===== config.mk =====
export PLATFORM = sky130hd
export DESIGN_NAME = alu_ctrl_stage_flat
export DESIGN_NICKNAME = d
export VERILOG_FILES = /design/src/rtl/alu_ctrl_pkg.sv /design/src/rtl/alu_ctrl_if.sv /design/src/rtl/alu_ctrl_decode.sv /design/src/rtl/alu_ctrl_stage.sv /design/src/flat_wrapper.sv
export SDC_FILE = /design/constraint.sdc
export NUM_CORES = 1
export LEC_CHECK = 0
export CORE_AREA = 5 5 42 44
export CTS_CLUSTER_DIAMETER = 150
export DETAILED_ROUTE_END_ITERATION = 8
export DIE_AREA = 0 0 47 49
export DONT_BUFFER_PORTS = 1
export PLACE_DENSITY = 0.44
export SYNTH_ARGS = -nofsm -noshare
export SYNTH_HDL_FRONTEND = slang
export SYNTH_SLANG_ARGS = --single-unit
export TNS_END_PERCENT = 100

===== constraint.sdc =====
create_clock -name clk -period 1.5 [get_ports clk]
set_input_delay 0.45 -clock clk [delete_from_list [all_inputs] [get_ports clk]]
set_output_delay 0.45 -clock clk [all_outputs]
set_load 0.02 [all_outputs]

===== src/rtl/alu_ctrl_pkg.sv =====
// alu_ctrl_pkg: operation codes, alu_op encodings, FSM state codes and latency classes for the ALU control stage
package alu_ctrl_pkg;
  localparam logic [3:0] OP_AND = 4'b0000, OP_OR = 4'b0001, OP_ADD = 4'b0010, OP_XOR = 4'b0011;
  localparam logic [3:0] OP_SUB = 4'b0110, OP_SLL = 4'b0111, OP_SRL = 4'b1000, OP_SRA = 4'b1001;
  localparam logic [3:0] OP_SLT = 4'b1010, OP_SLTU = 4'b1011;
  localparam logic [3:0] OP_MUL = 4'b1100, OP_DIV = 4'b1101, OP_REM = 4'b1110;
  localparam logic [1:0] ALUOP_MEM = 2'b00, ALUOP_BR = 2'b01, ALUOP_R = 2'b10;
  localparam logic [1:0] ST_EMPTY = 2'b00, ST_HOLD = 2'b01, ST_MULTI = 2'b10;
  typedef enum logic [1:0] {LAT_NONE, LAT_MUL, LAT_DIV} lat_e;
  function automatic int max_int(input int a, input int b);
    return a > b ? a : b;
  endfunction
  function automatic logic [3:0] r_op(input logic [2:0] f3, input logic b5);
    case (f3)
      3'b000: r_op = b5 ? OP_SUB : OP_ADD;
      3'b001: r_op = OP_SLL;
      3'b010: r_op = OP_SLT;
      3'b011: r_op = OP_SLTU;
      3'b100: r_op = OP_XOR;
      3'b101: r_op = b5 ? OP_SRA : OP_SRL;
      3'b110: r_op = OP_OR;
      default: r_op = OP_AND;
    endcase
  endfunction
  function automatic logic [3:0] m_op(input logic [2:0] f3);
    return f3 == 3'b000 ? OP_MUL : f3 == 3'b100 ? OP_DIV : OP_REM;
  endfunction
endpackage


===== src/rtl/alu_ctrl_if.sv =====
// alu_ctrl_if: ID-side and EX-side handshake bundle of the ALU control stage
interface alu_ctrl_if #(parameter int OP_W = 4);
  logic            in_valid;
  logic            in_ready;
  logic [1:0]      alu_op;
  logic [2:0]      funct3;
  logic            funct7_b5;
  logic            funct7_b0;
  logic            out_valid;
  logic            out_ready;
  logic [OP_W-1:0] out_op;
  logic            out_illegal;
  logic            out_busy;
  modport master (
    output in_valid, alu_op, funct3, funct7_b5, funct7_b0, out_ready,
    input  in_ready, out_valid, out_op, out_illegal, out_busy
  );
  modport slave (
    input  in_valid, alu_op, funct3, funct7_b5, funct7_b0, out_ready,
    output in_ready, out_valid, out_op, out_illegal, out_busy
  );
endinterface


===== src/rtl/alu_ctrl_decode.sv =====
// alu_ctrl_decode: combinational ALUOp/funct decode to op code, illegal flag and latency class; M-extension decode under ALU_CTRL_MEXT_EN
module alu_ctrl_decode
  import alu_ctrl_pkg::*;
(
  input  logic [1:0] alu_op,
  input  logic [2:0] funct3,
  input  logic       funct7_b5,
  input  logic       funct7_b0,
  output logic [3:0] op,
  output logic       illegal,
  output lat_e       lat
);
  // every illegal path falls back to ADD so op is never left undriven
  always_comb begin
    op = OP_ADD;
    illegal = 1'b0;
    lat = LAT_NONE;
    case (alu_op)
      ALUOP_MEM: op = funct3 == 3'b001 ? OP_SLL : funct3 == 3'b101 ? (funct7_b5 ? OP_SRA : OP_SRL) : OP_ADD;
      ALUOP_BR: begin
        illegal = funct3[2:1] == 2'b01;
        op = illegal ? OP_ADD : OP_SUB;
      end
      ALUOP_R:
        if (funct7_b0) begin
`ifdef ALU_CTRL_MEXT_EN
          illegal = !(funct3 inside {3'b000, 3'b100, 3'b110});
          op = illegal ? OP_ADD : m_op(funct3);
          lat = illegal ? LAT_NONE : funct3 == 3'b000 ? LAT_MUL : LAT_DIV;
`else
          illegal = 1'b1;
`endif
        end else begin
          illegal = funct7_b5 && !(funct3 inside {3'b000, 3'b101});
          op = illegal ? OP_ADD : r_op(funct3, funct7_b5);
        end
      default: illegal = 1'b1;
    endcase
  end
endmodule


===== src/rtl/alu_ctrl_stage.sv =====
// alu_ctrl_stage: registered ALU control slot between ID and EX with valid/ready handshake; ALU_CTRL_MEXT_EN adds M-extension decode and busy countdown
module alu_ctrl_stage
  import alu_ctrl_pkg::*;
#(
  parameter int OP_W    = 4,
  parameter int MUL_LAT = 3,
  parameter int DIV_LAT = 16
) (
  input logic       clk,
  input logic       rst_n,
  input logic       flush,
  alu_ctrl_if.slave bus
);
  logic [1:0] state_d, state_q;
  logic [3:0] op_d, op_q, dec_op;
  logic       ill_d, ill_q, dec_ill;
  lat_e       dec_lat;
  logic       accept, retire, load_multi, multi_done;

  alu_ctrl_decode u_dec (
    .alu_op    (bus.alu_op),
    .funct3    (bus.funct3),
    .funct7_b5 (bus.funct7_b5),
    .funct7_b0 (bus.funct7_b0),
    .op        (dec_op),
    .illegal   (dec_ill),
    .lat       (dec_lat)
  );

  assign bus.out_valid   = state_q != ST_EMPTY;
  assign bus.out_op      = OP_W'(op_q);
  assign bus.out_illegal = ill_q;
  assign bus.in_ready    = !flush && (state_q == ST_EMPTY || (state_q == ST_HOLD && bus.out_ready));
  assign accept          = bus.in_valid && bus.in_ready;
  assign retire          = state_q == ST_HOLD && bus.out_ready;

`ifdef ALU_CTRL_MEXT_EN
  localparam int CNT_W = $clog2(max_int(MUL_LAT, DIV_LAT) + 1);
  logic [CNT_W-1:0] cnt_d, cnt_q, cnt_load;
  assign cnt_load     = dec_lat == LAT_MUL ? CNT_W'(MUL_LAT - 1) : dec_lat == LAT_DIV ? CNT_W'(DIV_LAT - 1) : '0;
  assign load_multi   = cnt_load != '0;
  assign multi_done   = cnt_q == CNT_W'(1);
  assign bus.out_busy = state_q == ST_MULTI;
  // countdown: loaded on accept, cleared by flush, otherwise steps toward zero
  always_comb begin
    cnt_d = flush ? '0 : accept ? cnt_load : cnt_q == '0 ? '0 : cnt_q - CNT_W'(1);
  end
  // count register
  always_ff @(posedge clk or negedge rst_n) begin
    if (!rst_n) cnt_q <= '0;
    else cnt_q <= cnt_d;
  end
`else
  logic unused_lat;
  assign unused_lat   = ^{dec_lat} ^ (MUL_LAT + DIV_LAT > 0);
  assign load_multi   = 1'b0;
  assign multi_done   = 1'b1;
  assign bus.out_busy = 1'b0;
`endif

  // flush beats everything; accept in HOLD doubles as the same-cycle retire
  always_comb begin
    state_d = state_q;
    op_d = op_q;
    ill_d = ill_q;
    if (flush) state_d = ST_EMPTY;
    else if (accept) begin
      state_d = load_multi ? ST_MULTI : ST_HOLD;
      op_d = dec_op;
      ill_d = dec_ill;
    end else if (retire) state_d = ST_EMPTY;
    else if (state_q == ST_MULTI && multi_done) state_d = ST_HOLD;
  end

  // slot registers
  always_ff @(posedge clk or negedge rst_n) begin
    if (!rst_n) begin
      state_q <= ST_EMPTY;
      op_q <= '0;
      ill_q <= 1'b0;
    end else begin
      state_q <= state_d;
      op_q <= op_d;
      ill_q <= ill_d;
    end
  end
endmodule


===== src/flat_wrapper.sv =====
// flat-port wrapper written by rule: the top's interface ports become plain ports
module alu_ctrl_stage_flat import alu_ctrl_pkg::*;
#(
  parameter int OP_W    = 4,
  parameter int MUL_LAT = 3,
  parameter int DIV_LAT = 16
)
  (clk, rst_n, flush, bus_in_valid, bus_alu_op, bus_funct3, bus_funct7_b5, bus_funct7_b0, bus_out_ready, bus_in_ready, bus_out_valid, bus_out_op, bus_out_illegal, bus_out_busy);
  alu_ctrl_if #(.OP_W(OP_W)) bus_i ();
  input logic clk;
  input logic rst_n;
  input logic flush;
  input wire logic [$bits(bus_i.in_valid)-1:0] bus_in_valid;
  input wire logic [$bits(bus_i.alu_op)-1:0] bus_alu_op;
  input wire logic [$bits(bus_i.funct3)-1:0] bus_funct3;
  input wire logic [$bits(bus_i.funct7_b5)-1:0] bus_funct7_b5;
  input wire logic [$bits(bus_i.funct7_b0)-1:0] bus_funct7_b0;
  input wire logic [$bits(bus_i.out_ready)-1:0] bus_out_ready;
  output wire logic [$bits(bus_i.in_ready)-1:0] bus_in_ready;
  output wire logic [$bits(bus_i.out_valid)-1:0] bus_out_valid;
  output wire logic [$bits(bus_i.out_op)-1:0] bus_out_op;
  output wire logic [$bits(bus_i.out_illegal)-1:0] bus_out_illegal;
  output wire logic [$bits(bus_i.out_busy)-1:0] bus_out_busy;
  assign bus_i.in_valid = bus_in_valid;
  assign bus_i.alu_op = bus_alu_op;
  assign bus_i.funct3 = bus_funct3;
  assign bus_i.funct7_b5 = bus_funct7_b5;
  assign bus_i.funct7_b0 = bus_funct7_b0;
  assign bus_i.out_ready = bus_out_ready;
  assign bus_in_ready = bus_i.in_ready;
  assign bus_out_valid = bus_i.out_valid;
  assign bus_out_op = bus_i.out_op;
  assign bus_out_illegal = bus_i.out_illegal;
  assign bus_out_busy = bus_i.out_busy;
  alu_ctrl_stage #(.OP_W(OP_W), .MUL_LAT(MUL_LAT), .DIV_LAT(DIV_LAT)) u_core (.clk(clk), .rst_n(rst_n), .flush(flush), .bus(bus_i));
endmodule

# --- Word-level counts from Yosys, hierarchy flattened ---
# Cells that the tools add are included.
totals:
  regBits: 7
  in_bits: 12
  elab_cells: 44
classes:
  reduce_logical: 14
  bitwise_logic: 1
  mux: 15
  n_eq_ne: 11
op_table:
  columns: ["op", "n"]
  rows:
  - ["one-hot mux 4 bit (7 select lines)", 1]
  - ["2-to-1 mux 4 bit", 4]
  - ["one-hot mux 4 bit (3 select lines)", 1]
  - ["== test 3 bit, second input constant", 3]
  - ["2-to-1 mux 2 bit", 4]
  - ["== test 2 x 1 -> 1 bit, second input constant", 3]
  - ["== test 3 x 2 -> 1 bit, second input constant", 2]
  - ["2-to-1 mux 3 bit", 2]
  - ["== test 2 bit, second input constant", 2]
  - ["logical AND 1 bit", 4]
  - ["zero test 2 bit", 2]
  - ["nonzero test 2 bit", 2]
  - ["nonzero test 4 bit", 1]
  - ["== test 3 x 1 -> 1 bit, second input constant", 1]
  - ["zero test 3 bit", 1]
  - ["one-hot mux 1 bit (3 select lines)", 1]
  - ["zero test 1 bit", 2]
  - ["2-to-1 mux 1 bit", 2]
  - ["AND reduction 2 bit", 1]
  - ["logical OR 1 bit", 1]
  - ["inverter 1 bit", 1]

# --- Logic depth before layout (Yosys ltp) ---
# Gate-level depths: netlist of run 1.
logic_depth:
  word_depth: 7
  ltp_mapped: 5
  ltp_nobuf: 4

# --- Cells and area by module ---
# From an unflattened synthesis of run 1, not the netlist that was laid out.
unflattened:
  cells_unflattened: 50
  hier_area_um2: 469.2
modules_own_cells:
  columns: ["mod", "cells_each", "n_inst", "seq_area_each_um2", "area_each_um2"]
  rows:
  - ["alu_ctrl_stage", 18, 1, 150.1, 261.5]
  - ["alu_ctrl_decode", 32, 1, 0.0, 207.7]

# --- Worst setup path before layout of run 1 ---
# OpenSTA, ideal clock, no wires.
synth_path:
  path_kind: "in2reg"
  start: "in bus_alu_op[0]"
  end: "reg u_core.op_q[2] (netlist: u_core.bus.out_op[2])"
  setup_time_ns: 0.066
  path_stages: 4
  required_time_ns: 1.434
  arrival_time_ns: 1.338
  path_slack_ns: 0.096
  path_cell_list: "nor3b_2 or4b_1 o32ai_1 a22o_1"
synth_via:
  elab_chain_len: 2
  word_cells_on_any_way: 4
  classes_between: "eq/ne: 2; mux: 1; reduce/logical: 1"
synth_rtl:
  columns: ["item", "line_no", "rtl"]
  rows:
  - ["start, declared", "flat_wrapper.sv:14", "input wire logic [$bits(bus_i.alu_op)-1:0] bus_alu_op;"]
  - ["== test 2 bit (tied with other cells)", "alu_ctrl_decode.sv:18", "case (alu_op)"]
  - ["one-hot mux 4 bit (3 select lines) (*)", "alu_ctrl_decode.sv:18", null]
  - ["end signal, assigned", "alu_ctrl_stage.sv:83", "op_q <= op_d;"]
  - ["end, declared", "alu_ctrl_stage.sv:15", "logic [3:0] op_d, op_q, dec_op;"]
# Mark *: on every way between the ends. The rest lies on a longest branch, timed or not.
# A chain may end at the register's enable or synchronous reset.

# --- Worst setup path in the final report of run 1 ---
layout_path:
  start: "reg u_core.state_q[0]"
  end: "out bus_in_ready"
layout_via:
  elab_chain_len: 4
  word_cells_on_any_way: 5
  classes_between: "eq/ne: 1; reduce/logical: 4"
layout_rtl:
  columns: ["item", "line_no", "rtl"]
  rows:
  - ["start, declared", "alu_ctrl_stage.sv:14", "logic [1:0] state_d, state_q;"]
  - ["start signal, assigned", "alu_ctrl_stage.sv:82", "state_q <= state_d;"]
  - ["== test 2 x 1 -> 1 bit", "alu_ctrl_stage.sv:33", "assign bus.in_ready = !flush && (state_q == ST_EMPTY || (state_q == ST_HOLD && bus.out_ready));"]
  - ["logical AND 1 bit", "alu_ctrl_stage.sv:33", null]
  - ["logical OR 1 bit (*)", "alu_ctrl_stage.sv:33", null]
  - ["logical AND 1 bit (*)", "alu_ctrl_stage.sv:33", null]
  - ["end, declared", "flat_wrapper.sv:19", "output wire logic [$bits(bus_i.in_ready)-1:0] bus_in_ready;"]
# Marked as above.

==> impl_metrics.toml, run 1 <==
[setup_path]
crit_type = "reg -> out"
crit_arrival_ns = 1.00
crit_start = "u_core.state_q[0]$_DFFE_PN0P_"
ff2ff_path_depth = 5
reg2reg_to = "u_core.bus.out_illegal$_DFFE_PN0P_"
crit_end = "bus_in_ready"
required_ns = 1.05
worstPathMaxFanout = 2
rr_startpoint = "u_core.state_q[0]$_DFFE_PN0P_"
start_kind = "flip-flop"
r2r_setup_slack_ns = 0.26
crit_path_end_kind = "output port"

[placed_design]
dp.cells = 68
hpwl_um = 976
io_buffers = 0
place_congestion = 0.890

[sta]
hold_violations = 0
final_max_slew_viol_count = 0
rsz0062_at_grt = "false"
fin_skew_ns = 0.00250
finalCriticalPeriod_ns = 1.45
finalSetupTns_ns = 0
fin_crit_sh = 0.964
final-setup-viol-count = 0
fmax_ghz = 0.691

[detailed_routing]
drc = 0
met3_length_um = 138
routed_wl_um = 1150
drtIter0Drc = 4
drtPass1Iterations = 4
num_vias = 425
wl_met1_um = 384
vias_per_cell = 5.82
highest_layer = "met4"
routedWlPerCell_um = 15.8
ant_nets = 0
route.met2.wl_um = 568

[power]
switching_share = 0.293
powerDensity_nw_per_um2 = 858
intPower_uw = 310
p_comb_frac = 0.189
vdd_drop_max_mv = 0.247
switching_power_uw = 129
p_leak_uw = 0.000208
pwr-share-clk = 0.330
power_frac_seq = 0.481

[clock_tree]
clockBufferDepth = 2
cts.sink_count = 6
cts_buffers = 3
htree_levels = 1
cts_tree = "built"
clk_pin_slew_ns = 0.04
clock-root-buffer = "clkbuf_4"
clk_latency_ns = 0.24

[floorplanning]
rows = 14
die_h_um = 49
dieArea_sq_um = 2300
initial_core_util = 0.309
die_w_um = 47
io_pins = 20
design.core.area_sq_um = 1400

[final_layout]
fin_nets = 71
drive_gt1_frac = 0.193
fill_cells = 161
antenna_cells = 0
finalNonFillerCells = 73
areaGrowthSynthToFinish_pct = 18.2

[logic_synthesis]
synthCells = 51
yosysWarningCount = 0
ys_ff_latch = 6
syn_nets = 63
async_flop_share = 1.00
synth_edf_count = 0
yosys_most_used_dff = "dfrtp_1"
synth-seq-area-share = 0.347
syn-cell-area_sq_um = 433
syn_avg_cell_area_sq_um = 8.49
synth_cell_types = 27

[hold_path]
hold_class = "in -> reg"

[global_routing]
grt_pass1_wl_um = 1750
grt_pass1_vias = 442
antenna_found_initial = 0
grt_max_degree = 9
grt.overflow.total = 0
grtUsageTotal = 0.108

[job]
cap_violations = 0

[status]
status = "completed"
logic make-up after synthesis:
family,count (synthesis),share of synthesized area
AO/OA/AOI/OAI,18,0.289
buffers and inverters,4,0.0434
AND/OR/NAND/NOR,21,0.289
other,1,0.00866
multiplexers,1,0.0231
flip-flops,6,0.347
worst min-delay path by stage:
stage / start / to / cells past startpoint
after floorplan: rst_n / u_core.bus.out_illegal$_DFFE_PN0P_ / 0
after global placement: rst_n / u_core.bus.out_op[3]$_DFFE_PN0P_ / 0
after detailed placement: rst_n / u_core.bus.out_op[3]$_DFFE_PN0P_ / 0
after CTS: flush / u_core.state_q[0]$_DFFE_PN0P_ / 1
after global routing: flush / u_core.state_q[0]$_DFFE_PN0P_ / 1
final: flush / u_core.state_q[0]$_DFFE_PN0P_ / 1
cells in the mapped netlist, types with 2 or more instances:
master	number	share of area
nor2_1	7	0.061
dfrtp_1	6	0.35
o21ai_0	4	0.046
a21oi_1	3	0.035
nor2b_1	3	0.043
a211oi_1	2	0.035
a22o_1	2	0.040
inv_1	2	0.017
nand2_1	2	0.017
nor4b_1	2	0.040
o211ai_1	2	0.035
cells in the final DEF (no fill, tap or decap), drive strengths merged:
cell	instances
buf	4
o211ai	2
and3	1
a21o	1
a211oi	3
nor2b	3
a21oi	3
inv	2
or2	1
nor3b	1
a22o	2
dfrtp	6
o21a	1
nand2	2
nand2b	1
clkbuf	3
nor4b	2
nor2	7
nand3	1
or4b	1
conb	1
mux2i	1
o21ai	4
o32ai	1
and3b	1
dlygate4sd3	1
a31oi	1
metal layers:
metal	vias up	track usage
met5	-	0
met2	27	0.172
met4	0	0.129
met3	7	0.0258
li1	200	-
met1	191	0.0933
registers in the layout, summed over array words and instances (netlist names):
signal and flops:
u_core.bus.out_op 4, u_core.bus.out_illegal 1, u_core.state_q 1
power by group through the flow:
stage	logic (uW)	clock network, uW	registers [uW]
6_report	82.8	145	211
5_1_grt	90.6	165	214
4_1_cts	79.1	154	213
3_5_place_dp	73.7	0	215
3_3_place_gp	72.0	0	215
2_1_floorplan	57.8	0	212
final cells by class:
class | count | area [sq um] | area share
flip-flops and latches | 6 | 150 | 0.293
well taps | 16 | 20.0 | 0.0391
repair buffers | 5 | 40.0 | 0.0782
clock buffers | 3 | 22.5 | 0.0440
inverters | 2 | 7.51 | 0.0147
multi-input cells | 41 | 272 | 0.531
metrics by stage:
stage | power, uW | utilization | instance area, sq um | hold slack [ns] | worst slack [ns]
floorplan | 270 | - | 433 | 0.154 | 0.0963
global placement | 287 | 0.331 | 464 | 0.155 | 0.0769
detailed placement | 289 | 0.331 | 464 | 0.155 | 0.0464
CTS | 446 | 0.354 | 497 | 0.263 | 0.00231
global route | 470 | 0.365 | 512 | 0.268 | 0.00712
finish | 439 | 0.365 | 512 | 0.275 | 0.0536
critical path: stages, from the launching register on:
cell and delay [ns]:
dfrtp_1 0.37, nor2b_4 0.13, nor2_1 0.11, buf_4 0.15
timing repair:
action | CTS | global route
gates resized for setup | 0 | 2
endpoints found under the setup margin | 0 | 1
endpoints found under the hold margin | 6 | 0
hold buffers | 1 | 0
buffers inserted | 0 | 1
(Power assumes the default switching activity.)
==> run 2: changes to the inputs <==
CTS_BUF_LIST = sky130_fd_sc_hd__clkbuf_8   (was not set)
==> run 2 against run 1 <==
Net effect:
- global-route usage up 0.21 points
- flip-flop and latch count unchanged
- sequential share of layout area is 0.63 points lower
- critical endpoint unchanged
- cell area increased by 2.2%
- clock skew about the same
- fmax grew 1.1%
- utilization grew 0.80 points
- critical path depth is the same
- critical path type unchanged
- register-to-register slack about the same
- die area did not move
- via count decreased by 0.71%
- clock power grew 63%
==> impl_metrics.toml, run 2 (synthesized netlist as in run 1, its figures left out) <==
[status]
status = "completed"

[power]
p_comb_frac = 0.154
switching_power_uw = 138
pwr-share-clk = 0.447
switching_share = 0.261
powerDensity_nw_per_um2 = 1010
intPower_uw = 391
power_uw = 529
power_frac_seq = 0.400
p_leak_uw = 0.000213
vdd_drop_max_mv = 0.306

[final_layout]
layout_commonest_cell = "nor2_1"
largest_reg_flops = 4
final_cell_mix = "nor2_1 (7), dfrtp_1 (6), o21ai_0 (4), buf_4 (4)"
areaGrowthSynthToFinish_pct = 20.8
finalNonFillerCells = 73
fill_cells = 158
fin_nets = 71
antenna_cells = 0
post-route-cell-area_sq_um = 523
drive_gt1_frac = 0.175

[detailed_routing]
num_vias = 422
routedWlPerCell_um = 16.0
vias_per_cell = 5.78
routed_wl_um = 1170
drc = 0
drtPass1Iterations = 4
drtIter0Drc = 4
ant_nets = 0

[hold_path]
hold_class = "in -> reg"

[floorplanning]
initial_core_util = 0.309
die_w_um = 47
io_pins = 20
die_h_um = 49
design.core.area_sq_um = 1400
dieArea_sq_um = 2300
rows = 14

[sta]
fin_crit_sh = 0.954
final-setup-viol-count = 0
final_max_slew_viol_count = 0
finalSetupTns_ns = 0
finalCriticalPeriod_ns = 1.43
fin_skew_ns = 0.00243
hold_slack_ns = 0.298
rsz0062_at_grt = "false"
hold_violations = 0
fmax_ghz = 0.699

[global_routing]
antenna_found_initial = 0
grtUsageTotal = 0.110
grt_pass1_wl_um = 1760
grt_max_degree = 9
grt.overflow.total = 0
grt_pass1_vias = 446

[placed_design]
hpwl_um = 976
dp.cells = 68
io_buffers = 0
placed_cell_area_sq_um = 464
place_congestion = 0.890

[setup_path]
crit_type = "reg -> out"
path_buf_inv = 1
cp_slowest_stage_delay_ns = 0.36
cp_top_family = "flip-flops"
worstPathCellList = "nor2b_1, nor2_1, buf_4"
worstPathMaxFanout = 2
required_ns = 1.05
crit_slowest_cell = "dfrtp_1"
crit_path_end_kind = "output port"
crit_arrival_ns = 0.98
start_kind = "flip-flop"

[clock_tree]
cts_tree = "built"
cts_resized = 0
clock-root-buffer = "clkbuf_8"
clockBufferDepth = 2
htree_levels = 1
cts.sink_count = 6
clk_latency_ns = 0.22
clk_pin_slew_ns = 0.03
cts_buffers = 3

[job]
cap_violations = 0
[run 2: cell count changes in the layout (fill, tap and decap cells not counted)]
cell / delta
clkbuf_4: -3
clkbuf_8: +3
nor2b_1: +1
nor2b_4: -1
[run 2: final timing paths]
| check | start | end | slack [ns] | cells past startpoint |
|---|---|---|---|---|
| setup reg to reg | u_core.state_q[0]$_DFFE_PN0P_ | u_core.bus.out_illegal$_DFFE_PN0P_ | 0.26 | 5 |
| setup / recovery | u_core.state_q[0]$_DFFE_PN0P_ | bus_in_ready | 0.07 | 3 |
| max in group asynchronous | rst_n | u_core.state_q[0]$_DFFE_PN0P_ | 0.74 | 1 |
| hold reg to reg | u_core.bus.out_op[3]$_DFFE_PN0P_ | u_core.bus.out_op[3]$_DFFE_PN0P_ | 0.64 | 1 |
| hold / removal | flush | u_core.state_q[0]$_DFFE_PN0P_ | 0.30 | 1 |
| min in group asynchronous | rst_n | u_core.bus.out_op[3]$_DFFE_PN0P_ | 0.54 | 1 |
[run 2: area by class of cell]
class                           instances  area [sq um]  share of cell area
Clock buffer                            3          41.3              0.0789
Inverter                                2          7.51              0.0144
Multi-Input combinational cell         41           264               0.505
Sequential cell                         6           150               0.287
Tap cell                               16          20.0              0.0383
Timing Repair Buffer                    5          40.0              0.0766
[run 2: metrics by stage]
| stage | utilization | setup WS [ns] |
|---|---|---|
| 2_1_floorplan | - | 0.0963 |
| 3_3_place_gp | 0.331 | 0.0769 |
| 3_5_place_dp | 0.331 | 0.0464 |
| 4_1_cts | 0.368 | 0.0309 |
| 5_1_grt | 0.373 | 0.0270 |
| 6_report | 0.373 | 0.0688 |
[run 2: repair_timing]
item | in CTS | in global routing
hold endpoints to repair | 6 | 0
endpoints found under the setup margin | 0 | 1
hold buffers | 1 | 0
setup buffers | 0 | 1
[run 2: routing by layer]
layer  track usage  vias to the layer above  share of wire
met1        0.0933                      189           0.33
li1              -                      201              -
met3        0.0369                        6           0.12
met2         0.172                       26           0.51
met5             0                        -              0
met4         0.129                        0          0.037
[run 2: power by group through the flow]
stage,clock [uW],sequential (uW),combinational (uW)
detailed placement,0,215,73.7
global route,258,214,89.2
floorplan,0,212,57.8
global placement,0,215,72.0
finish,236,212,81.5
CTS,245,213,79.1
